--- src/rtl/au_pipe.sv ---
// EX-stage address/CSR unit: next-PC with branch compare, load/store/AMO address or new CSR
// value, and exception flags, computed over an IDLE -> OPND -> SUM -> HOLD handshaked pipeline.
module au_pipe #(
   parameter int XLEN = 32,
   parameter int IALIGN = 32,
   parameter logic [XLEN-1:0] RESET_PC = '0
) (
   input  logic            clk,
   input  logic            rst,
   input  logic            flush,
   input  logic            in_valid,
   output logic            in_ready,
   input  logic [2:0]      op,
   input  logic [2:0]      funct3,
   input  logic [4:0]      rs1_index,
   input  logic [XLEN-1:0] rs1,
   input  logic [XLEN-1:0] rs2,
   input  logic [XLEN-1:0] csr,
   input  logic [11:0]     imm12,
   input  logic [19:0]     imm20,
   input  logic [XLEN-1:0] pc,
   output logic            out_valid,
   input  logic            out_ready,
   output logic [XLEN-1:0] pc_next,
   output logic            redirect,
   output logic [XLEN-1:0] addr_csr,
   output logic            csr_we,
   output logic            exc_imis,
   output logic            exc_lsmis,
   output logic            exc_ill
);

   // Handshake: an op is taken on a clock edge where in_valid && in_ready; a result is
   // consumed on an edge where out_valid && out_ready && !flush. flush overrides both.
   typedef enum logic [1:0] {IDLE, OPND, SUM, HOLD} state_t;

   localparam logic [2:0] OP_SEQ = 3'd0, OP_JAL = 3'd1, OP_JALR = 3'd2, OP_BRANCH = 3'd3,
                          OP_MEM = 3'd4, OP_AMO = 3'd5, OP_CSR = 3'd6, OP_RSVD = 3'd7;

   state_t state;

   logic [2:0]      l_op, l_f3;
   logic [4:0]      l_idx;
   logic [XLEN-1:0] l_rs1, l_rs2, l_csr, l_pc;
   logic [11:0]     l_imm12;
   logic [19:0]     l_imm20;

   logic [XLEN-1:0] opa, opb;
   logic            taken;

   logic [XLEN-1:0] imm_i, imm_b, imm_j;
   logic [XLEN-1:0] n_opa, n_opb;
   logic            n_taken;

   always_comb begin
      imm_i = {{(XLEN-12){l_imm12[11]}}, l_imm12};
      imm_b = {{(XLEN-13){l_imm12[11]}}, l_imm12, 1'b0};
      imm_j = {{(XLEN-21){l_imm20[19]}}, l_imm20, 1'b0};
      n_opa = l_pc;
      n_opb = XLEN'(4);
      case (l_op)
         OP_JAL:         n_opb = imm_j;
         OP_JALR, OP_MEM: begin n_opa = l_rs1; n_opb = imm_i; end
         OP_BRANCH:      n_opb = imm_b;
         default:        ;
      endcase
      case (l_f3)
         3'b000:  n_taken = (l_rs1 == l_rs2);
         3'b001:  n_taken = (l_rs1 != l_rs2);
         3'b100:  n_taken = ($signed(l_rs1) < $signed(l_rs2));
         3'b101:  n_taken = ($signed(l_rs1) >= $signed(l_rs2));
         3'b110:  n_taken = (l_rs1 < l_rs2);
         3'b111:  n_taken = (l_rs1 >= l_rs2);
         default: n_taken = 1'b0;
      endcase
   end

   // One shared adder serves jump/branch targets and the MEM effective address.
   logic [XLEN-1:0] sum, target, seq_pc, zimm;
   logic [XLEN-1:0] r_pc_next, r_addr;
   logic            r_ill, r_redirect, r_imis, r_lsmis, r_we;

   always_comb begin
      sum    = opa + opb;
      target = (l_op == OP_JALR) ? {sum[XLEN-1:1], 1'b0} : sum;
      seq_pc = l_pc + XLEN'(4);
      zimm   = {{(XLEN-5){1'b0}}, l_idx};

      r_ill = (l_op == OP_RSVD)
           || (l_op == OP_BRANCH && l_f3[2:1] == 2'b01)
           || (l_op == OP_MEM && l_f3[1:0] == 2'b11)
           || (l_op == OP_CSR && l_f3[1:0] == 2'b00);

      r_redirect = !r_ill && (l_op == OP_JAL || l_op == OP_JALR || (l_op == OP_BRANCH && taken));
      r_pc_next  = r_redirect ? target : seq_pc;
      r_imis     = r_redirect && ((IALIGN == 32) ? (target[1:0] != 2'b00) : target[0]);

      r_addr  = '0;
      r_we    = 1'b0;
      r_lsmis = 1'b0;
      if (!r_ill) begin
         case (l_op)
            OP_MEM: begin
               r_addr = sum;
               case (l_f3[1:0])
                  2'b01:   r_lsmis = sum[0];
                  2'b10:   r_lsmis = (sum[1:0] != 2'b00);
                  default: r_lsmis = 1'b0;
               endcase
            end
            OP_AMO: begin
               r_addr  = l_rs1;
               r_lsmis = (l_rs1[1:0] != 2'b00);
            end
            OP_CSR: begin
               case (l_f3)
                  3'b001:  r_addr = l_rs1;
                  3'b010:  r_addr = l_csr | l_rs1;
                  3'b011:  r_addr = l_csr & ~l_rs1;
                  3'b101:  r_addr = zimm;
                  3'b110:  r_addr = l_csr | zimm;
                  3'b111:  r_addr = l_csr & ~zimm;
                  default: r_addr = '0;
               endcase
               r_we = (l_f3[1:0] == 2'b01) || (l_idx != 5'd0);
            end
            default: ;
         endcase
      end
   end

   always_ff @(posedge clk) begin
      if (rst) begin
         state     <= IDLE;
         in_ready  <= 1'b1;
         out_valid <= 1'b0;
         pc_next   <= RESET_PC;
         addr_csr  <= '0;
         redirect  <= 1'b0;
         csr_we    <= 1'b0;
         exc_imis  <= 1'b0;
         exc_lsmis <= 1'b0;
         exc_ill   <= 1'b0;
      end else if (flush) begin
         state     <= IDLE;
         in_ready  <= 1'b1;
         out_valid <= 1'b0;
      end else begin
         case (state)
            IDLE: begin
               if (in_valid) begin
                  l_op     <= op;
                  l_f3     <= funct3;
                  l_idx    <= rs1_index;
                  l_rs1    <= rs1;
                  l_rs2    <= rs2;
                  l_csr    <= csr;
                  l_imm12  <= imm12;
                  l_imm20  <= imm20;
                  l_pc     <= pc;
                  in_ready <= 1'b0;
                  state    <= OPND;
               end
            end
            OPND: begin
               opa   <= n_opa;
               opb   <= n_opb;
               taken <= n_taken;
               state <= SUM;
            end
            SUM: begin
               pc_next   <= r_pc_next;
               addr_csr  <= r_addr;
               redirect  <= r_redirect;
               csr_we    <= r_we;
               exc_imis  <= r_imis;
               exc_lsmis <= r_lsmis;
               exc_ill   <= r_ill;
               out_valid <= 1'b1;
               state     <= HOLD;
            end
            HOLD: begin
               if (out_ready) begin
                  out_valid <= 1'b0;
                  in_ready  <= 1'b1;
                  state     <= IDLE;
               end
            end
            default: state <= IDLE;
         endcase
      end
   end

endmodule

--- config.mk ---
export PLATFORM = sky130hd
export DESIGN_NAME = au_pipe
export DESIGN_NICKNAME = d
export VERILOG_FILES = /design/src/rtl/au_pipe.sv
export SDC_FILE = /design/constraint.sdc
export NUM_CORES = 1
export LEC_CHECK = 0
export BUFFER_PORTS_ARGS = -buffer_cell sky130_fd_sc_hd__buf_4
export CELL_PAD_IN_SITES_DETAIL_PLACEMENT = 1
export CELL_PAD_IN_SITES_GLOBAL_PLACEMENT = 1
export CORE_UTILIZATION = 48
export CTS_CLUSTER_SIZE = 25
export DETAILED_ROUTE_END_ITERATION = 8
export GPL_ROUTABILITY_DRIVEN = 0
export PLACE_DENSITY_LB_ADDON = 0.1
export SYNTH_ARGS = -nofsm -noshare
export SYNTH_HDL_FRONTEND = slang
export SYNTH_SLANG_ARGS = --single-unit
--- constraint.sdc ---
create_clock -name clk -period 31 [get_ports clk]
set_input_delay 4.65 -clock clk [delete_from_list [all_inputs] [get_ports clk]]
set_output_delay 4.65 -clock clk [all_outputs]
set_load 0.05 [all_outputs]
==> Flow_metrics.wiki <==
{| class="wikitable"
! Metric !! Value
|-
| Run status || complete, no violations
|-
| Synthesized instance count || 1291
|-
| Clock insertion delay at the later pin of the skew report || roughly 0.52 ns
|-
| Clock tree from TritonCTS || done
|-
| Number of antenna violations at the first check in global routing || 0
|-
| CTS Root Buffer Type || sky130_fd_sc_hd__clkbuf_16
|-
| Part of the cycle the worst path needs || around a fifth
|-
| DIE AREA || 31100 sq um
|-
| Leakage power summed over all cells || 0.00704 uW
|-
| Peak supply drop || ~0.000037 V
|-
| Synth Cell Area || approximately 15000 sq um
|-
| Power after layout || between 900 and 1000 uW
|-
| Num Clock Sinks || 298
|-
| Total area of sequential cells || 8220 sq um
|-
| Number of setup violations in the final report || 0
|-
| Vertical die dimension || about 180 microns
|-
| Worst EP arrival || between 6 and 7 ns
|-
| CP Class || primary input to flip-flop
|-
| Syn avg cell area || 11.3 sq um
|-
| Post-layout net count || roughly 1800
|-
| Buffer count from post-CTS setup fixing || 0
|-
| DP Worst Slack || approximately 24 ns
|-
| Critical-path top delay cell || sky130_fd_sc_hd__nand3_1
|-
| Pin count of the biggest net entering global routing || roughly 170
|-
| Final Worst Setup Slack || roughly 24 ns
|-
| Syn. warnings || 0
|-
| Dominant delay contributor by cell family on the critical path || simple AND/OR/NAND/NOR gates
|-
| Antenna Cells || 0
|-
| Minimum period implied by the final worst setup slack || between 6 and 7 ns
|-
| Count of hold-fix buffers inserted at cts || 0
|-
| Routed wirelength normalized by instance count || 24.3 microns
|-
| Initial detailed-routing violation count || roughly 1100
|-
| Type of the most critical hold path || flip-flop to flip-flop
|-
| Power density over the cells || approximately 51 nW/um^2
|-
| WP buf/inv || 2
|-
| Largest fanout of any net on the critical path || 21
|-
| Post-synthesis sequential area ratio || between 50% and 60%
|-
| Global-route usage over all layers || slightly above 30%
|-
| Number of cells upsized or downsized after cts || 0
|-
| CTS max path bufs || 3
|-
| Stage delay of the slowest cell on the critical path || 0.70 ns
|-
| HPWL after detailed placement || 33600 microns
|-
| CTS clock-pin slew for the worst setup and hold paths || about 0.05 ns
|-
| Wire length of the first global-routing pass || 70500 microns
|-
| Count of flip-flops with a built-in enable after synthesis || 225
|-
| Placed standard-cell area || approximately 17000 sq um
|-
| Via count of the first global-routing pass || 12100
|-
| Row count || 63
|-
| RSZ-0062 raised after global routing || false
|-
| Core Area || between 20000 and 30000 sq um
|-
| GRT Residual Overflow || 0
|-
| H-tree level count || 2
|-
| Die X-Extent || about 180 microns
|-
| DRC violations left || 0
|-
| Effective utilization at floorplan || between 40 and 50%
|-
| P&R area growth vs syn || 22.7%
|-
| Setup total negative slack || 0 ns
|-
| Fill cell instance count of the final layout || 3142
|-
| Layout cell share with drive strength beyond 1 || about a quarter
|-
| # IOs || ~250
|-
| Final-report max-slew violation count || 0
|-
| Area used by multi-input combinational logic || between 5000 and 6000 sq um
|-
| Nets in the synthesized netlist || 1540
|-
| Vias || 11800
|-
| Wire length after detailed routing || 47200 microns
|-
| Number of antenna-violating nets in the routed design || 0
|-
| Async set-reset flop share out of synthesis || 0%
|-
| Most instantiated flip-flop cell in the synthesis netlist || sky130_fd_sc_hd__edfxtp_1
|-
| Cell-by-cell trace of the critical path || buf_4 -> nor2b_2 -> buf_4 -> nand3_1 -> or2_2 -> nor3_1 -> mux2i_1 -> o211ai_1
|-
| Num CTS Buffers || 34
|-
| Setup crit end kind || flip-flop
|-
| Top achievable clock speed || between 150 and 200 MHz
|-
| Least-Margin Pin Slew || around 1.3 ns
|-
| Synth Register Bits || just under 300
|-
| Sort of element at the start of the critical path || primary input
|-
| Relative slew slack || 11.4%
|-
| Routed via count divided by cell count || approximately 6.1
|-
| Pre-Repair DR Iteration Count || 5
|-
| Number of input and output port buffers inserted || roughly 250
|-
| Final count of hold timing violations || 0
|-
| Final Skew || 0.0150 ns
|-
| Cell area after layout || 17900 sq um
|-
| Worst hold slack || 0.453 ns
|-
| Most used cell along the critical path || sky130_fd_sc_hd__buf_4
|-
| Number of max-cap violations || 0
|-
| Required time of the critical path || around 31 ns
|-
| Unique cell type count in the Yosys netlist || 74
|}
## worst paths after layout
check | end | from | cells past startpoint | slack [ns]
max | addr_csr[26] | flush | 8 | 24.45
min | addr_csr[7] | addr_csr[7] | 2 | 0.45
max reg2reg | taken | l_rs1[31] | 8 | 27.40
min reg2reg | addr_csr[7] | addr_csr[7] | 2 | 0.45
## worst reg2reg max path: cells and delay by family (launching register included)
kind            cells  cell delay (ns)
fa+ha+maj           1             0.44
simple gates        4             1.60
flops               1             0.46
compound gates      3             0.84
## cell usage in the layout (no fill, tap or decap), types with 4 or more instances in the layout
| cell type | count |
|---|---|
| sky130_fd_sc_hd__o31ai_1 | 5 |
| sky130_fd_sc_hd__nand3_1 | 41 |
| sky130_fd_sc_hd__nand4_1 | 18 |
| sky130_fd_sc_hd__clkinv_2 | 6 |
| sky130_fd_sc_hd__nand2_1 | 124 |
| sky130_fd_sc_hd__o221ai_1 | 5 |
| sky130_fd_sc_hd__a211oi_1 | 17 |
| sky130_fd_sc_hd__a32oi_1 | 11 |
| sky130_fd_sc_hd__a22o_1 | 19 |
| sky130_fd_sc_hd__o211ai_1 | 11 |
| sky130_fd_sc_hd__edfxtp_1 | 225 |
| sky130_fd_sc_hd__and4_1 | 6 |
| sky130_fd_sc_hd__xnor2_1 | 28 |
| sky130_fd_sc_hd__mux2i_1 | 27 |
| sky130_fd_sc_hd__a21oi_1 | 109 |
| sky130_fd_sc_hd__clkbuf_16 | 37 |
| sky130_fd_sc_hd__or2_2 | 4 |
| sky130_fd_sc_hd__a21o_1 | 22 |
| sky130_fd_sc_hd__mux2_2 | 32 |
| sky130_fd_sc_hd__o21ai_0 | 76 |
| sky130_fd_sc_hd__o21a_1 | 6 |
| sky130_fd_sc_hd__a32o_1 | 8 |
| sky130_fd_sc_hd__ha_1 | 72 |
| sky130_fd_sc_hd__xor2_1 | 27 |
| sky130_fd_sc_hd__clkbuf_1 | 5 |
| sky130_fd_sc_hd__dfxtp_1 | 73 |
| sky130_fd_sc_hd__a221oi_1 | 12 |
| sky130_fd_sc_hd__inv_1 | 49 |
| sky130_fd_sc_hd__nand2b_1 | 6 |
| sky130_fd_sc_hd__buf_4 | 257 |
| sky130_fd_sc_hd__nor2_1 | 80 |
| sky130_fd_sc_hd__clkinv_1 | 4 |
| sky130_fd_sc_hd__a31oi_1 | 7 |
| sky130_fd_sc_hd__nor2b_1 | 10 |
| sky130_fd_sc_hd__and3_1 | 12 |
| sky130_fd_sc_hd__nor3_1 | 18 |
| sky130_fd_sc_hd__clkbuf_8 | 4 |
## cells by family after synthesis
group	synth area share [%]
flops	56.3
compound gates	15.6
buf+inv	2.97
simple gates	11.2
xor+xnor	3.30
fa+ha+maj	6.31
mux	4.32
## synthesized netlist by cell type, types with 6 or more instances
cell	count	area share, %
sky130_fd_sc_hd__edfxtp_1	225	46
sky130_fd_sc_hd__nor2_1	83	2.1
sky130_fd_sc_hd__nand4_1	18	0.77
sky130_fd_sc_hd__nand2_1	124	3.2
sky130_fd_sc_hd__o211ai_1	11	0.57
sky130_fd_sc_hd__mux2i_1	27	1.9
sky130_fd_sc_hd__o21a_1	6	0.31
sky130_fd_sc_hd__and3_1	12	0.51
sky130_fd_sc_hd__o21ai_0	76	2.6
sky130_fd_sc_hd__dfxtp_1	73	10
sky130_fd_sc_hd__and4_1	6	0.36
sky130_fd_sc_hd__buf_2	11	0.38
sky130_fd_sc_hd__xnor2_1	28	1.7
sky130_fd_sc_hd__a211oi_1	17	0.87
sky130_fd_sc_hd__a21oi_1	110	3.8
sky130_fd_sc_hd__mux2_2	32	2.5
sky130_fd_sc_hd__a32oi_1	11	0.66
sky130_fd_sc_hd__inv_1	49	1.3
sky130_fd_sc_hd__a221oi_1	12	0.72
sky130_fd_sc_hd__xor2_1	27	1.6
sky130_fd_sc_hd__nand2b_1	7	0.30
sky130_fd_sc_hd__ha_1	72	6.2
sky130_fd_sc_hd__a22o_1	19	1.1
sky130_fd_sc_hd__a32o_1	8	0.55
sky130_fd_sc_hd__a21o_1	22	1.1
sky130_fd_sc_hd__nor2b_1	11	0.47
sky130_fd_sc_hd__nand3_1	41	1.4
sky130_fd_sc_hd__a31oi_1	7	0.30
sky130_fd_sc_hd__clkbuf_1	44	1.1
sky130_fd_sc_hd__nor3_1	19	0.65
## cell type report
class,instances,area share [%]
sequential,298,45.9
multi-input combinational,883,33.4
timing repair buffer,258,10.9
clock buffer,47,5.62
tap,390,2.72
inverter,49,1.03
clock inverter,12,0.468
## flip-flops by register name, summed over array words and instances, names as in the netlist, 20 cells and up
name,count
l_rs1,32
l_csr,32
addr_csr,32
l_pc,32
l_imm20,20
l_rs2,32
opa,32
opb,21
pc_next,32
## where the power goes
part,switching (uW),internal (uW),total (uW)
logic,35.1,28.8,64.0
registers,6.86,439,446
clock network,160,235,395
total,202,703,905
## metrics by stage
| stage | cells | util (%) |
|---|---|---|
| finish | 1937 | 60.1 |
| global route | 1937 | 60.1 |
| CTS | 1937 | 60.1 |
| detailed placement | 1878 | 56.5 |
| global placement | 1878 | 56.5 |
| floorplan | 1291 | - |
## per-layer routing
| metal | share of wire [%] | track usage (%) | vias to the layer above |
|---|---|---|---|
| met5 | 0 | 0 | - |
| met4 | 2.5 | 8.76 | 0 |
| met3 | 6.5 | 4.57 | 73 |
| met2 | 49 | 51.2 | 454 |
| met1 | 42 | 40.0 | 5923 |
| li1 | - | - | 5318 |
Note: power is estimated with default switching activity, not from simulation.
